--- src/rtl/bcd_pattern_recorder.sv ---
// bcd_pattern_recorder: splits a clamped 7-bit value stream into constant-value segments and
// writes each one as a 4-nibble BCD record. Define REC_ZERO_TERM_EN for a zero terminator record.
module bcd_pattern_recorder (
  input  logic       clock,
  input  logic       reset,
  input  logic [6:0] in,
  input  logic       stop,
  output logic [7:0] addr,
  output logic [3:0] data,
  output logic       s_,
  output logic       mw_,
  output logic       done,
  output logic       full,
  output logic       ovf
);
  typedef enum logic [3:0] {
    W_IDLE, SET0, STB0, SET1, STB1, SET2, STB2, SET3, STB3, W_DONE
  } wstate_t;

  wstate_t     state, state_next;
  logic [6:0]  in_clamped, cur, cnt;
  logic        started, recording;
  logic        seg_close, push_ok, pop, load_term, term_go;
  logic [13:0] fifo_mem [2];
  logic        rd_ptr, wr_ptr;
  logic [1:0]  fifo_cnt;
  logic        fifo_full, fifo_empty;
  logic [13:0] wr_rec;
  logic [7:0]  bcd_val, bcd_dur;
  logic [3:0]  nib, data_hold;
  logic        is_active, is_stb;

  function automatic logic [7:0] to_bcd(input logic [6:0] v);
    logic [3:0] t;
    logic [6:0] r;
    t = 4'd0;
    r = v;
    for (int i = 0; i < 9; i++) begin
      if (r >= 7'd10) begin
        r = r - 7'd10;
        t = t + 4'd1;
      end
    end
    return {t, r[3:0]};
  endfunction

  assign in_clamped = (in > 7'd99) ? 7'd99 : in;
  assign seg_close  = recording && started && (stop || (in_clamped != cur) || (cnt == 7'd99));

  always_ff @(posedge clock) begin
    if (reset) begin
      started   <= 1'b0;
      recording <= 1'b1;
      cur       <= 7'd0;
      cnt       <= 7'd0;
    end else if (recording) begin
      if (stop) begin
        recording <= 1'b0;
      end else if (!started || seg_close) begin
        started <= 1'b1;
        cur     <= in_clamped;
        cnt     <= 7'd1;
      end else begin
        cnt <= cnt + 7'd1;
      end
    end
  end

  // Once the memory is full, closed segments never enter the FIFO and do not count as overflow.
  assign fifo_full  = (fifo_cnt == 2'd2);
  assign fifo_empty = (fifo_cnt == 2'd0);
  assign push_ok    = seg_close && !full && (!fifo_full || pop);

  always_ff @(posedge clock) begin
    if (push_ok) fifo_mem[wr_ptr] <= {cur, cnt};
  end

  always_ff @(posedge clock) begin
    if (reset) begin
      rd_ptr   <= 1'b0;
      wr_ptr   <= 1'b0;
      fifo_cnt <= 2'd0;
      ovf      <= 1'b0;
    end else begin
      if (push_ok) wr_ptr <= ~wr_ptr;
      if (pop) rd_ptr <= ~rd_ptr;
      if (push_ok && !pop) fifo_cnt <= fifo_cnt + 2'd1;
      else if (!push_ok && pop) fifo_cnt <= fifo_cnt - 2'd1;
      if (seg_close && !full && fifo_full && !pop) ovf <= 1'b1;
    end
  end

`ifdef REC_ZERO_TERM_EN
  logic term_pending;
  always_ff @(posedge clock) begin
    if (reset) term_pending <= 1'b1;
    else if (load_term) term_pending <= 1'b0;
  end
  assign term_go = term_pending && !recording;
`else
  assign term_go = 1'b0;
`endif

  assign is_stb = (state == STB0) || (state == STB1) || (state == STB2) || (state == STB3);

  always_comb begin
    state_next = state;
    pop        = 1'b0;
    load_term  = 1'b0;
    case (state)
      W_IDLE: begin
        if (!fifo_empty) begin
          pop        = 1'b1;
          state_next = SET0;
        end else if (!recording) begin
          if (term_go) begin
            load_term  = 1'b1;
            state_next = SET0;
          end else begin
            state_next = W_DONE;
          end
        end
      end
      SET0: state_next = STB0;
      STB0: state_next = SET1;
      SET1: state_next = STB1;
      STB1: state_next = SET2;
      SET2: state_next = STB2;
      STB2: state_next = SET3;
      SET3: state_next = STB3;
      STB3: begin
        if (!fifo_empty) begin
          pop        = 1'b1;
          state_next = SET0;
        end else if (term_go) begin
          load_term  = 1'b1;
          state_next = SET0;
        end else begin
          state_next = W_IDLE;
        end
      end
      W_DONE:  state_next = W_DONE;
      default: state_next = W_IDLE;
    endcase
    if (is_stb && (addr == 8'hFF)) begin
      pop        = 1'b0;
      load_term  = 1'b0;
      state_next = W_DONE;
    end
  end

  always_comb begin
    bcd_val   = to_bcd(wr_rec[13:7]);
    bcd_dur   = to_bcd(wr_rec[6:0]);
    is_active = 1'b1;
    nib       = data_hold;
    case (state)
      SET0, STB0: nib = bcd_val[3:0];
      SET1, STB1: nib = bcd_val[7:4];
      SET2, STB2: nib = bcd_dur[3:0];
      SET3, STB3: nib = bcd_dur[7:4];
      default:    is_active = 1'b0;
    endcase
  end

  assign s_   = ~is_active;
  assign mw_  = ~is_stb;
  assign data = nib;
  assign done = (state == W_DONE);

  always_ff @(posedge clock) begin
    if (reset) begin
      state     <= W_IDLE;
      addr      <= 8'd0;
      full      <= 1'b0;
      data_hold <= 4'd0;
      wr_rec    <= 14'd0;
    end else begin
      state <= state_next;
      if (is_active) data_hold <= nib;
      if (is_stb) begin
        addr <= addr + 8'd1;
        if (addr == 8'hFF) full <= 1'b1;
      end
      if (pop) wr_rec <= fifo_mem[rd_ptr];
      else if (load_term) wr_rec <= 14'd0;
    end
  end
endmodule

--- config.mk ---
export PLATFORM = sky130hd
export DESIGN_NAME = bcd_pattern_recorder
export DESIGN_NICKNAME = d
export VERILOG_FILES = /design/src/rtl/bcd_pattern_recorder.sv
export SDC_FILE = /design/constraint.sdc
export NUM_CORES = 1
export LEC_CHECK = 0
export CAP_MARGIN = 40
export CELL_PAD_IN_SITES_DETAIL_PLACEMENT = 1
export CELL_PAD_IN_SITES_GLOBAL_PLACEMENT = 1
export CORE_ASPECT_RATIO = 1.25
export CORE_MARGIN = 1
export CORE_UTILIZATION = 35
export CTS_BUF_LIST = sky130_fd_sc_hd__clkbuf_16
export DETAILED_ROUTE_END_ITERATION = 6
export PLACE_DENSITY_LB_ADDON = 0.1
export SYNTH_ARGS = -nofsm -noshare
export SYNTH_HDL_FRONTEND = slang
export SYNTH_SLANG_ARGS = --single-unit
--- constraint.sdc ---
create_clock -name clock -period 21.1 [get_ports clock]
set_input_delay 2.11 -clock clock [delete_from_list [all_inputs] [get_ports clock]]
set_output_delay 2.11 -clock clock [all_outputs]
set_load 0.005 [all_outputs]
=== Word-level counts from Yosys, hierarchy flattened ===
Memory sizes are Yosys's and may differ from the RTL's. A register that Yosys moved wholly into a read port is not among the register bits.
Index checks and enable logic that the tools add are counted.
Widths: inputs -> output; s select.

* Magnitude comparators: 19
* Bitwise logic cells: 5
* $add $sub $neg: 38
* Eq/ne operators: 15
* Multiplexer cells: 54
* Reductions and logical operators: 34

{| class="wikitable"
|+ Operator list
! kind !! count
|-
| $ge 7x4->1 const B || 18
|-
| $mux 7 || 18
|-
| $sub 7x4->7 const B || 16
|-
| $mux 4 || 21
|-
| $add 4x1->4 const B || 16
|-
| $pmux 4 s10 || 1
|-
| $eq 4x3->1 const B || 4
|-
| $pmux 4 s4 || 1
|-
| $reduce_or 2->1 || 6
|-
| $mux 1 || 11
|-
| $logic_and 1x1->1 || 9
|-
| $add 8x1->8 const B || 1
|-
| $eq 4x2->1 const B || 2
|-
| $eq 4x4->1 const B || 2
|-
| $eq 8x8->1 const B || 1
|-
| $reduce_or 8->1 || 1
|-
| $sub 4x4->4 const B || 2
|-
| $add 7x1->7 const B || 1
|-
| $eq 7x7->1 const B || 1
|-
| $gt 7x7->1 const B || 1
|-
| $logic_or 1x1->1 || 7
|-
| $ne 7x7->1 || 1
|-
| $logic_not 1->1 || 5
|-
| $not 1->1 || 5
|-
| other kinds (12) || 14
|}

* Bits of input ports: 10
* Output and inout port bits: 17
* RAM bits: 28
* Register bits: 38
* Memories: 1

{| class="wikitable"
|+ Memories
! name !! words !! width !! read ports !! clocked after memory_dff !! write ports !! line !! RTL
|-
| fifo_mem || 2 || 14 || 1 || 1 || 1 || 24 || <nowiki>logic [13:0] fifo_mem [2];</nowiki>
|}

=== Longest topological paths before layout ===
Gate-level depths: netlist (run 1).

* Word-level depth: 19
* Depth in mapped cells: 68
* Depth with buffers taken out: 63

=== Worst setup path before layout (run 1) ===
No wires, ideal clock.

* Path kind: register to output
* Start: reg wr_rec[8] (read register of fifo_mem)
* End: out data[2]
* Arrival time: 11.479 ns
* Cell stages (with the launch flop): 64
* Buffers on the path: 5
* Required time: 18.990 ns
* Slack: 7.511 ns
* Path through: dfxtp_1 -> clkbuf_1 -> inv_1 -> ha_1 -> clkbuf_1 -> nor2b_1 -> or4_1 -> buf_6 -> nand2_1 -> o21ai_0 -> ha_1 -> nor2b_1 -> nor4_1 -> mux2i_1 -> a21oi_1 -> xor2_1 -> inv_1 -> ha_1 -> [28 not listed] -> nand2_1 -> a21o_1 -> o21ai_2 -> or3_1 -> and2_1 -> ha_1 -> nor2_1 -> nor2_1 -> o31ai_1 -> o311ai_4 -> inv_1 -> mux2i_1 -> ha_1 -> a21oi_1 -> a311oi_4 -> mux2i_1 -> nand2_1 -> a41oi_1

* Longest elaborated chain between the ends: 19
* Elaborated cells on any way between the ends: 45

{| class="wikitable"
|+ RTL lines
! element !! line !! RTL
|-
| start, declared || 28 || <nowiki>logic [13:0] wr_rec;</nowiki>
|-
| $sub 7x4->7 / $ge 7x4->1 (equally long branches) || 40, 39 ||
|-
| $mux 7 / $mux 1 (equally long branches) || 39 || <nowiki>if (r >= 7'd10) begin</nowiki>
|-
| $sub 7x4->7 (tied with other cells) || 40 || <nowiki>r = r - 7'd10;</nowiki>
|-
| $mux 7 / $mux 4 (equally long branches) || 39 ||
|-
| $sub 7x4->7 (tied with other cells) || 40 ||
|-
| $mux 7 / $mux 4 (equally long branches) || 39 ||
|-
| $sub 7x4->7 (tied with other cells) || 40 ||
|-
| $mux 7 / $mux 4 (equally long branches) || 39 ||
|-
| [3 not listed] || n/a ||
|-
| $mux 7 / $mux 4 (equally long branches) || 39 ||
|-
| $sub 7x4->7 (tied with other cells) || 40 ||
|-
| $mux 7 / $mux 4 (equally long branches) || 39 ||
|-
| $sub 7x4->7 (tied with other cells) || 40 ||
|-
| $mux 7 / $mux 4 (equally long branches) || 39 ||
|-
| $ge 7x4->1 (tied with other cells) || 39 ||
|-
| $mux 4 || 39 ||
|-
| $pmux 4 s4 (*) || 157 || <nowiki>case (state)</nowiki>
|-
| end, declared || 9 || <nowiki>output logic [3:0] data,</nowiki>
|}

Mark *: on every way between the ends. The rest lies on a longest branch, timed or not.

=== Final worst setup path (run 1) ===
Same ends and word-level chain as after synthesis.

==> results.tsv, run 1 <==
metric	value	unit
use_met3	0.01382	
yosysMostFrequentCell	nor2_1	
path_buf_inv	7	
root_buffer	clkbuf_16	
finish.net_count	1194	
syn_area	0.008920	mm2
avgSynthCellArea	7.797	um2
synthTopCellsByArea	dfxtp_1, edfxtp_1, ha_1, nor2_1, xnor2_1	
clk-insertion-delay-late	0.34	ns
clk_pin_slew	0.07	ns
core-area	0.02474	mm2
cts_buffer_depth	2	
met1_usage	0.2389	
antenna_cells	0	
relSlewSlack	0.3466	
routedWlPerCell	17.81	um
slowest_delay	0.70	ns
ctsHoldBuffers	0	
min_path_type	reg2reg	
worst-setup-path-type	reg2out	
synthArstFlopShare	0	
yosysTopAreaCell	dfxtp_1	
crit_path_start_kind	flip-flop	
outcome	finished clean	
synth_nets	1193	
rsz0062_at_grt	false	
grt_pass1_vias	8775	
skew	0.01067	ns
synth_ff_type	dfxtp_1	
syn_inst	1144	
period_minus_slack	16.77	ns
post-route-period-util	0.7950	
postCtsResizedCells	0	
antenna_found_initial	0	
grt.busiest_layer	met2	
rows	64	
dpl.hpwl	20.95	mm
max_cap_violations	0	
area_growth	9.314	%
yosys_warnings	0	
drive_gt1_frac	0.08174	
yosys.area.top_type_share	0.1167	
dieHeight	180.5	um
cts_tree	yes	
die_x	144.8	um
drt-total-wl	26.36	mm
hold_viol_final	0	
grt_first_pass_wirelength	43.84	mm
gr-total-overflow	0	
die_area	0.02613	mm2
finalSetupViolCount	0	
synthTopCellsByCount	nor2_1, nand2_1, o21ai_0	
gp_congestion	0.8417	
yosysSeqAreaShare	0.2110	
synth-edff-count	28	
worstPathMaxFanout	16	
nFillCells	3040	
crit_required	18.99	ns
post-cts-setup-buffer-count	0	
postRouteAntennaNets	0	
ys_ff_latch	80	
slowest_stage	or4_1	
vias_per_cell	5.839	
grtUsageTotal	0.2065	
worst_slew_pin_slew	0.9736	ns
max_freq	59.61	MHz
ios	27	
h-tree-depth	3	
cp.arrival	14.66	ns
setup-tns-final	0	ns
initial_core_util	0.3605	
cts_buffers	9	
grt_start_max_net_pins	48	
cpMostUsedCell	ha_1	
grt_use_met2	0.3981	
cts.sinks	80	
ys_types	99	
crit_path_end_kind	output port	
first_pass_iters	4	
port_buffers	26	
route.detailed.drc	0	
dr_total_vias	8642	
cp_top_family	simple AND/OR/NAND/NOR gates	
final_max_slew_viol_count	0	
drt_iter0_drc	319	
==> cells by family (layout without fill, tap and decap cells) <==
| kind of cell | after synthesis | in the layout | synth area share |
|---|---|---|---|
| buffers and inverters | 98 | 104 | 0.04587 |
| DFF | 80 | 80 | 0.2110 |
| AOI/OAI and AO/OA | 358 | 358 | 0.3003 |
| xor gates and xnor gates | 73 | 73 | 0.07168 |
| adders and majority gates | 39 | 39 | 0.05471 |
| and+or+nand+nor | 440 | 440 | 0.2494 |
| muxes | 56 | 56 | 0.06705 |
==> through the flow <==
stage	hold slack, ns	util	cells	instance area (um2)	setup slack [ns]
finish	0.5100	0.3941	1480	9751	4.325
global route	0.5323	0.3941	1480	9751	2.727
CTS	0.5166	0.3941	1480	9751	4.145
detailed placement	0.4910	0.3817	1464	9444	4.562
global placement	0.4788	0.3813	1462	9434	4.607
floorplan	0.4484	-	1144	8920	7.511
==> registers in the layout, indices dropped and copies added (netlist names), 2 cells and up <==
signal,flops
fifo_mem,28
data_hold,4
cur,7
addr,8
cnt,7
fifo_cnt,2
state,4
wr_rec,14
==> per-layer routing <==
metal  share of wire  vias up  routed length (um)
met3           0.016       29                 425
met5               0        -                   0
li1                -     4335                   -
met2            0.53       97               13990
met1            0.43     4181               11460
met4           0.019        0                 492
==> final timing paths <==
check | startpoint | endpoint | slack [ns] | depth (start not counted)
setup reg to reg | wr_rec[8]$_SDFFE_PP0P_ | data_hold[1]$_SDFFE_PP0N_ | 7.24 | 59
hold reg to reg | ovf$_SDFFE_PP0P_ | ovf$_SDFFE_PP0P_ | 0.51 | 2
hold / removal | ovf$_SDFFE_PP0P_ | ovf$_SDFFE_PP0P_ | 0.51 | 2
setup / recovery | wr_rec[8]$_SDFFE_PP0P_ | data[2] | 4.33 | 60
==> tightest hold or removal path: cells and delay by family (launching register included) <==
family             cells  cell delay (ns)
DFF                    1             0.35
AOI/OAI and AO/OA      1             0.05
and+or+nand+nor        1             0.07
==> cell type report <==
| type | count | area (um2) | area share |
|---|---|---|---|
| clock buffers | 9 | 225.2 | 0.02310 |
| inverters | 54 | 207.7 | 0.02130 |
| flip-flops and latches | 80 | 1882 | 0.1930 |
| multi-input cells | 966 | 6631 | 0.6801 |
| clock inverters | 7 | 81.33 | 0.008341 |
| repair buffers | 34 | 310.3 | 0.03182 |
| well taps | 330 | 412.9 | 0.04235 |
==> cells in the final DEF (no fill, tap or decap), drive strengths merged, types with 9 or more instances in the layout <==
cell | synthesis | routed
a211oi | 36 | 36
a21o | 12 | 12
a21oi | 62 | 62
a31oi | 11 | 11
and2 | 19 | 19
and3 | 13 | 13
buf | 16 | 9
clkbuf | 28 | 9
clkdlybuf4s50 | 0 | 25
dfxtp | 52 | 52
edfxtp | 28 | 28
ha | 39 | 39
inv | 54 | 58
mux2 | 17 | 17
mux2i | 39 | 39
nand2 | 95 | 95
nand2b | 15 | 15
nand3 | 32 | 32
nand4 | 15 | 15
nor2 | 124 | 124
nor2b | 20 | 20
nor3 | 39 | 39
nor4 | 13 | 13
o211ai | 12 | 12
o21a | 15 | 15
o21ai | 69 | 69
o22ai | 12 | 12
o311ai | 9 | 9
o31ai | 11 | 11
or2 | 15 | 15
or3 | 16 | 16
xnor2 | 44 | 44
xor2 | 29 | 29
Power of run 1 is left out: the tool's default activity adds up to more than one toggle a clock period on the data nets, which glitch-free logic cannot reach.
==> run 2: changes to the inputs <==
- clock period: 21.1 -> 16.81 ns (I/O delays scaled with it)
==> run 2 against run 1 <==
  * Setup slack worse by 3.0 ns
  * Critical path depth is 2 lower
  * Critical endpoint unchanged
  * Global-route usage is 0.15 points lower
  * Via count is 0.46% lower
==> results.tsv, run 2 (synthesized netlist as in run 1, its figures left out) <==
metric	value	unit
clk-insertion-delay-late	0.34	ns
slowest_delay	0.57	ns
cts_tree	yes	
area_growth	10.31	%
antenna_found_initial	0	
period_minus_slack	15.49	ns
grt_first_pass_wirelength	43.58	mm
grt_start_max_net_pins	48	
regArea	0.001882	mm2
port_buffers	26	
layout_common_cells	nor2_1, nand2_1, o21ai_0	
rrSetupSlack	3.69	ns
worst-setup-path-type	reg2out	
antenna_cells	0	
cpMostUsedCell	ha_1	
vias_per_cell	5.793	
worst_slew_pin_slew	1.021	ns
crit_path_end_kind	output port	
cts_buffer_depth	2	
dieHeight	180.5	um
postRouteAntennaNets	0	
worstPathMaxFanout	16	
initial_core_util	0.3605	
setup-tns-final	0	ns
ios	27	
core-area	0.02474	mm2
skew	0.01039	ns
die_x	144.8	um
clk_pin_slew	0.06	ns
max_freq	64.55	MHz
drt_iter0_drc	255	
crit_required	15.13	ns
grt_use_met2	0.4002	
design_area	0.009839	mm2
cts_buffers	9	
ctsHoldBuffers	0	
grt_pass1_vias	8648	
outcome	finished clean	
crit_start	wr_rec[8]$_SDFFE_PP0P_	
nFillCells	3013	
hold_viol_final	0	
post-route-util	0.3977	
biggestRegsByFlops	fifo_mem x28, wr_rec x14, addr x8	
routedWlPerCell	17.57	um
met1_usage	0.2405	
drive_gt1_frac	0.09177	
layout_commonest_cell	nor2_1	
r2r_start	wr_rec[1]$_SDFFE_PP0P_	
rows	64	
multi_input_area	0.006674	mm2
drt-total-wl	26.10	mm
grtUsageTotal	0.2050	
cts.sinks	80	
h-tree-depth	3	
post-route-period-util	0.9216	
finish.net_count	1199	
place_area	0.009459	mm2
crit_path_start_kind	flip-flop	
grt.busiest_layer	met2	
slowest_stage	dfxtp_1	
die_area	0.02613	mm2
reg2reg_to	data_hold[1]$_SDFFE_PP0N_	
crit_end	data[2]	
rsz0062_at_grt	false	
reg2reg_depth	57	
largest_register_ffs	28	
gr-total-overflow	0	
gp_congestion	0.7789	
regMostFlops	fifo_mem	
cp.arrival	13.81	ns
max_cap_violations	0	
final_max_slew_viol_count	0	
min_path_type	reg2reg	
use_met3	0.01302	
first_pass_iters	5	
dpl.hpwl	20.79	mm
dr_total_vias	8602	
relSlewSlack	0.3196	
route.detailed.drc	0	
root_buffer	clkbuf_16	
finalSetupViolCount	0	
==> run 2: final cells by class <==
type                            instances  area share
Multi-Input combinational cell        966      0.6783
Timing Repair Buffer                   39     0.03586
Clock inverter                          7    0.008647
Inverter                               54     0.02111
Sequential cell                        80      0.1913
Clock buffer                            9     0.02289
Tap cell                              330     0.04196
==> run 2: worst min path at each step <==
| stage | start | end | depth (start not counted) |
|---|---|---|---|
| 2_1_floorplan | cnt[6]$_SDFFE_PP0P_ | fifo_mem[0][6]$_DFFE_PP_ | 0 |
| 3_3_place_gp | started$_SDFFE_PP0P_ | started$_SDFFE_PP0P_ | 2 |
| 3_5_place_dp | started$_SDFFE_PP0P_ | started$_SDFFE_PP0P_ | 2 |
| 4_1_cts | started$_SDFFE_PP0P_ | started$_SDFFE_PP0P_ | 2 |
| 5_1_grt | started$_SDFFE_PP0P_ | started$_SDFFE_PP0P_ | 2 |
| 6_report | started$_SDFFE_PP0P_ | started$_SDFFE_PP0P_ | 2 |
==> run 2: metal layers <==
layer  routed length, um  part of all wire
met1               11600              0.44
met3                 205            0.0079
met2               14120              0.54
met4                 175            0.0067
met5                   0                 0
==> run 2: repair_timing <==
item	in CTS	in global routing
setup buffers	0	3
setup endpoints to repair	0	4
gates resized for setup	0	8
==> run 2: critical path, delay by kind of cell (launching register included) <==
family	cells	cell delay, ns
fa+ha+maj	9	2.07
mux	3	0.66
buf+inv	7	1.24
compound gates	16	4.04
xor+xnor	4	1.14
flops	1	0.57
simple gates	19	3.79
==> run 2: through the flow <==
stage | hold slack, ns | cells | setup slack [ns]
finish | 0.5004 | 1485 | 1.318
global route | 0.5162 | 1485 | 0.05108
CTS | 0.4994 | 1481 | 0.7775
detailed placement | 0.4846 | 1465 | 1.155
global placement | 0.4810 | 1462 | 1.563
floorplan | 0.4484 | 1144 | 3.650
Power of run 2 is left out for the same reason.
==> patch 1 (settings of run 2) <==
Re-encode `wstate_t` (10 states) as one-hot, 10 bits wide.
--- a/src/rtl/bcd_pattern_recorder.sv
+++ b/src/rtl/bcd_pattern_recorder.sv
@@ -15,4 +15,4 @@
 );
-  typedef enum logic [3:0] {
-    W_IDLE, SET0, STB0, SET1, STB1, SET2, STB2, SET3, STB3, W_DONE
+  typedef enum logic [9:0] {
+    W_IDLE = 10'b0000000001, SET0 = 10'b0000000010, STB0 = 10'b0000000100, SET1 = 10'b0000001000, STB1 = 10'b0000010000, SET2 = 10'b0000100000, STB2 = 10'b0001000000, SET3 = 10'b0010000000, STB3 = 10'b0100000000, W_DONE = 10'b1000000000
   } wstate_t;
Formal check against the unedited RTL: no difference found for any inputs over 4 cycles, from zero or initial values and one cycle with reset high; so few cycles prove little.
==> patch 1 against run 2 <==
Via count fell by 2.1%; synthesized cell count fell by 2.1%; cell area rose by 2.0%; wire length fell by 4.4%; synthesized area rose by 2.4%; sequential share of layout area rose by 0.82 points; sequential cell count rose by 6; fmax fell by 0.21%; die area rose by 2.4%; setup slack got worse by 0.032 ns; critical path depth rose by 2; register-to-register slack got worse by 0.05 ns; critical path type unchanged.
Power is left out: the tool's default activity adds up to more than one toggle a clock period on the data nets, which glitch-free logic cannot reach.
==> patch 1: results (changes against run 2) <==
- Status: completed (unchanged).
- The filler-free cell count of the finished design is 1465 (was 1485).
- The global routing met1 resource utilization is 0.2245 (was 0.2405).
- The multi-input combinational cell count came to 941 (was 966).
- Ranking of synthesized cells by instance count: sky130_fd_sc_hd__nor2_1 (119), sky130_fd_sc_hd__nand2_1 (89), sky130_fd_sc_hd__dfxtp_1 (58) (was sky130_fd_sc_hd__nor2_1 (122), sky130_fd_sc_hd__nand2_1 (95), sky130_fd_sc_hd__o21ai_0 (60)).
- The number of unique standard cell types used by synthesis came to 114 (was 99).
- The fraction of met2 tracks used by global routing was 0.3709 (was 0.4002).
- The number of global-route vias before repair was 8687 (was 8648).
- The share of final layout cell area taken by clock buffers and inverters is 0.03216 (was 0.03154).
- The number of detailed-routing iterations run before antenna repair is 4 (was 5).
- The number of logic inverters in the finished layout is 50 (was 54).
- The clock latency on the worst-skew pair is 0.36 ns (was 0.34 ns).
- The clock tree buffer count of the final layout is 10 (was 9).
- The sequential cell area fraction in the yosys report is 0.2191 (was 0.2110).
- Top flop regs: fifo_mem x28, wr_rec x14, state x10 (was fifo_mem x28, wr_rec x14, addr x8).
- The cell count after placement was 1444 (was 1465).
- The critical path arrival was 13.84 ns (was 13.81 ns).
- The worst slew slack as a fraction of its limit came to 0.4134 (was 0.3196).
- The number of nets in the synthesized netlist is 1169 (was 1193).
- The die boundary width is 146.5 um (was 144.8 um).
- The fraction of layout cells with a size suffix above 1 is 0.1186 (was 0.09177).
- The wire length on met3 came to 394 um (was 205 um).
- The cell depth of the worst flop-to-flop path is 59 (was 57).
- The global-route track usage on met3 is 0.01825 (was 0.01302).
- The DRC marker count from the first detailed-route iteration is 197 (was 255).
- The non-clock buffer share of cell area is 0.03441 (was 0.03586).
- The first-pass GRT wire length came to 42710 um (was 43580 um).
- The fill cell instance count of the final layout is 3060 (was 3013).
- The worst-case setup slack after placement is 0.4238 ns (was 1.155 ns).
- The routed via count was 8423 (was 8602).
- The non-clock buffer total of the final layout was 37 (was 39).
- The maximum fanout along the worst path is 14 (was 16).
==> patch 1: changes by cell type after synthesis, moves of 8 or more <==
cell,delta
sky130_fd_sc_hd__a21oi_1,-9
sky130_fd_sc_hd__clkbuf_1,-8
sky130_fd_sc_hd__o21ai_0,-9
sky130_fd_sc_hd__nand2b_1,+13
sky130_fd_sc_hd__and2_1,-10
sky130_fd_sc_hd__nand4_1,-8
==> patch 1: kinds of logic (layout without fill, tap and decap cells) <==
family                   Yosys count  in the layout  synth area share
multiplexers                      58             58           0.07286
adder cells (fa/ha/maj)           39             39           0.05341
XOR/XNOR                          72             72           0.07190
buffers and inverters             93            103           0.04834
AO/OA/AOI/OAI                    323            323            0.2758
flip-flops                        86             86            0.2191
AND/OR/NAND/NOR                  449            449            0.2586
==> patch 1: worst paths after layout <==
check | endpoint | from | slack [ns]
hold reg to reg | addr[1] | addr[1] | 0.50
setup / recovery | data[1] | wr_rec[1] | 1.29
hold / removal | addr[1] | addr[1] | 0.50
setup reg to reg | data_hold[1] | wr_rec[1] | 3.64
==> patch 2 (config.mk and constraints of run 2) <==
Without the edit above. The option `REC_ZERO_TERM_EN` is turned on by a define.
--- a/src/rtl/bcd_pattern_recorder.sv
+++ b/src/rtl/bcd_pattern_recorder.sv
@@ -2,2 +2,4 @@
 // writes each one as a 4-nibble BCD record. Define REC_ZERO_TERM_EN for a zero terminator record.
+`define REC_ZERO_TERM_EN
+
 module bcd_pattern_recorder (
Behaviour: not the same (Yosys sat finds a counterexample within 4 cycles, from zero or initial values and one cycle with reset high).
==> patch 2 against run 2 <==
Sequential cell count rose by 2; largest cell class unchanged; final cell count fell by 1.6%; sequential share of layout area rose by 0.42 points; wire length rose by 0.79%; count of clock-buffer cells in the layout did not move; die area rose by 0.65%; synthesized area rose by 0.66%; utilization fell by 0.77 points; critical path type unchanged; setup slack got worse by 0.32 ns; cell area barely moved.
Power is not shown: default switching activity piles up to over one toggle a cycle in this logic, so the estimate is an artifact.
==> patch 2: results (changes against run 2) <==
- The number of detailed-routing iterations run before antenna repair is 7 (was 5).
- The wire length on met3 was 305 um (was 205 um).
- The critical path arrival is 14.13 ns (was 13.81 ns).
- The routed length on met1 came to 11170 um (was 11600 um).
- The number of global-route vias before repair is 8591 (was 8648).
- The fraction of layout cells with a size suffix above 1 is 0.1243 (was 0.09177).
- The number of unique standard cell types used by synthesis was 121 (was 99).
- The parity-gate share of the synthesized area counting xor and xnor cells is 0.08055 (was 0.07168).
- The cell with the biggest individual delay on the critical path is sky130_fd_sc_hd__or4b_4 (was sky130_fd_sc_hd__dfxtp_1).
- The sequential cell area fraction in the yosys report came to 0.2140 (was 0.2110).
- The worst-case clock skew is 0.01250 ns (was 0.01039 ns).
- The first-pass GRT wire length is 43480 um (was 43580 um).
- The top cell family by delay on the critical path is simple AND/OR/NAND/NOR gates (was compound AO/OA/AOI/OAI gates).
- The area share of fa/ha/maj cells after synthesis is 0.05435 (was 0.05471).
- The share of cell area taken by muxes after synthesis came to 0.05992 (was 0.06705).
- The cell area reported after detailed placement is 9464 sq um (was 9459 sq um).
- The final instance area is 9831 sq um (was 9839 sq um).
- Status: completed (unchanged).
- Synth area leaders: sky130_fd_sc_hd__dfxtp_1 (12%), sky130_fd_sc_hd__edfxtp_1 (9.4%), sky130_fd_sc_hd__ha_1 (5.4%) (was sky130_fd_sc_hd__dfxtp_1 (12%), sky130_fd_sc_hd__edfxtp_1 (9.4%), sky130_fd_sc_hd__ha_1 (5.5%)).
- Ranking of synthesized cells by instance count: sky130_fd_sc_hd__nor2_1 (119), sky130_fd_sc_hd__nand2_1 (85), sky130_fd_sc_hd__a21oi_1 (55) (was sky130_fd_sc_hd__nor2_1 (122), sky130_fd_sc_hd__nand2_1 (95), sky130_fd_sc_hd__o21ai_0 (60)).
- The number of nets in the synthesized netlist is 1163 (was 1193).
- The worst-case setup slack after placement is 0.5337 ns (was 1.155 ns).
- The final estimated routing congestion in global placement is 0.8070 (was 0.7789).
- The half-perimeter wire length after placement is 20620 um (was 20790 um).
- The average via count per standard cell is 5.833 (was 5.793).
- The maximum cell stage delay along the critical path is 0.65 ns (was 0.57 ns).
- The post-synthesis async set-or-reset flop share came to 0 (unchanged).
- The average wire per standard cell came to 18.00 um (was 17.57 um).
- The actual transition at the worst max-transition pin is 0.8573 ns (was 1.021 ns).
- The maximum fanout along the worst path is 11 (was 16).
- The fill cell instance count of the final layout was 3058 (was 3013).
==> patch 2: changes by cell type after synthesis, sizes merged, moves of 12 or more <==
| cell | delta |
|---|---|
| mux2 | +12 |
| a211oi | -17 |
| a22oi | +16 |
| mux2i | -19 |
| clkbuf | -15 |
| buf | +13 |
==> patch 2: path summary, 6_finish.rpt <==
check / startpoint / end / slack (ns) / cells past startpoint
setup / recovery: wr_rec[2] / data[1] / 1.0 / 64
hold reg to reg: term_pending / term_pending / 0.45 / 1
setup reg to reg: wr_rec[2] / data_hold[1] / 3.41 / 63
hold / removal: term_pending / term_pending / 0.45 / 1
==> patch 2: cell families after synthesis <==
| group | Yosys count |
|---|---|
| simple gates | 415 |
| compound gates | 352 |
| buf+inv | 99 |
| flops | 82 |
| xor+xnor | 78 |
| mux | 49 |
| fa+ha+maj | 39 |
==> patch 2: repair_timing <==
item | CTS | global route
resized for setup | 0 | 9
setup endpoints to repair | 0 | 4
setup buffers | 0 | 7
==> patch 2: routing by layer <==
metal / GRT usage / vias to the layer above
met5: 0 / -
met4: 0.04547 / 0
met3: 0.01717 / 32
met2: 0.3979 / 59
met1: 0.2269 / 4204
li1: - / 4227
==> patch 2: layout make-up <==
type	instances	share of cell area
Clock inverter	7	0.002927
Inverter	57	0.02176
Sequential cell	82	0.1955
Clock buffer	9	0.02291
Timing Repair Buffer	38	0.03462
Tap cell	335	0.04264
Multi-Input combinational cell	933	0.6796
==> patch 2: through the flow <==
step / setup TNS, ns / instances
floorplan: 0 / 1114
finish: 0 / 1461
global placement: 0 / 1436
global route: -0.05731 / 1461
detailed placement: 0 / 1437
CTS: 0 / 1453
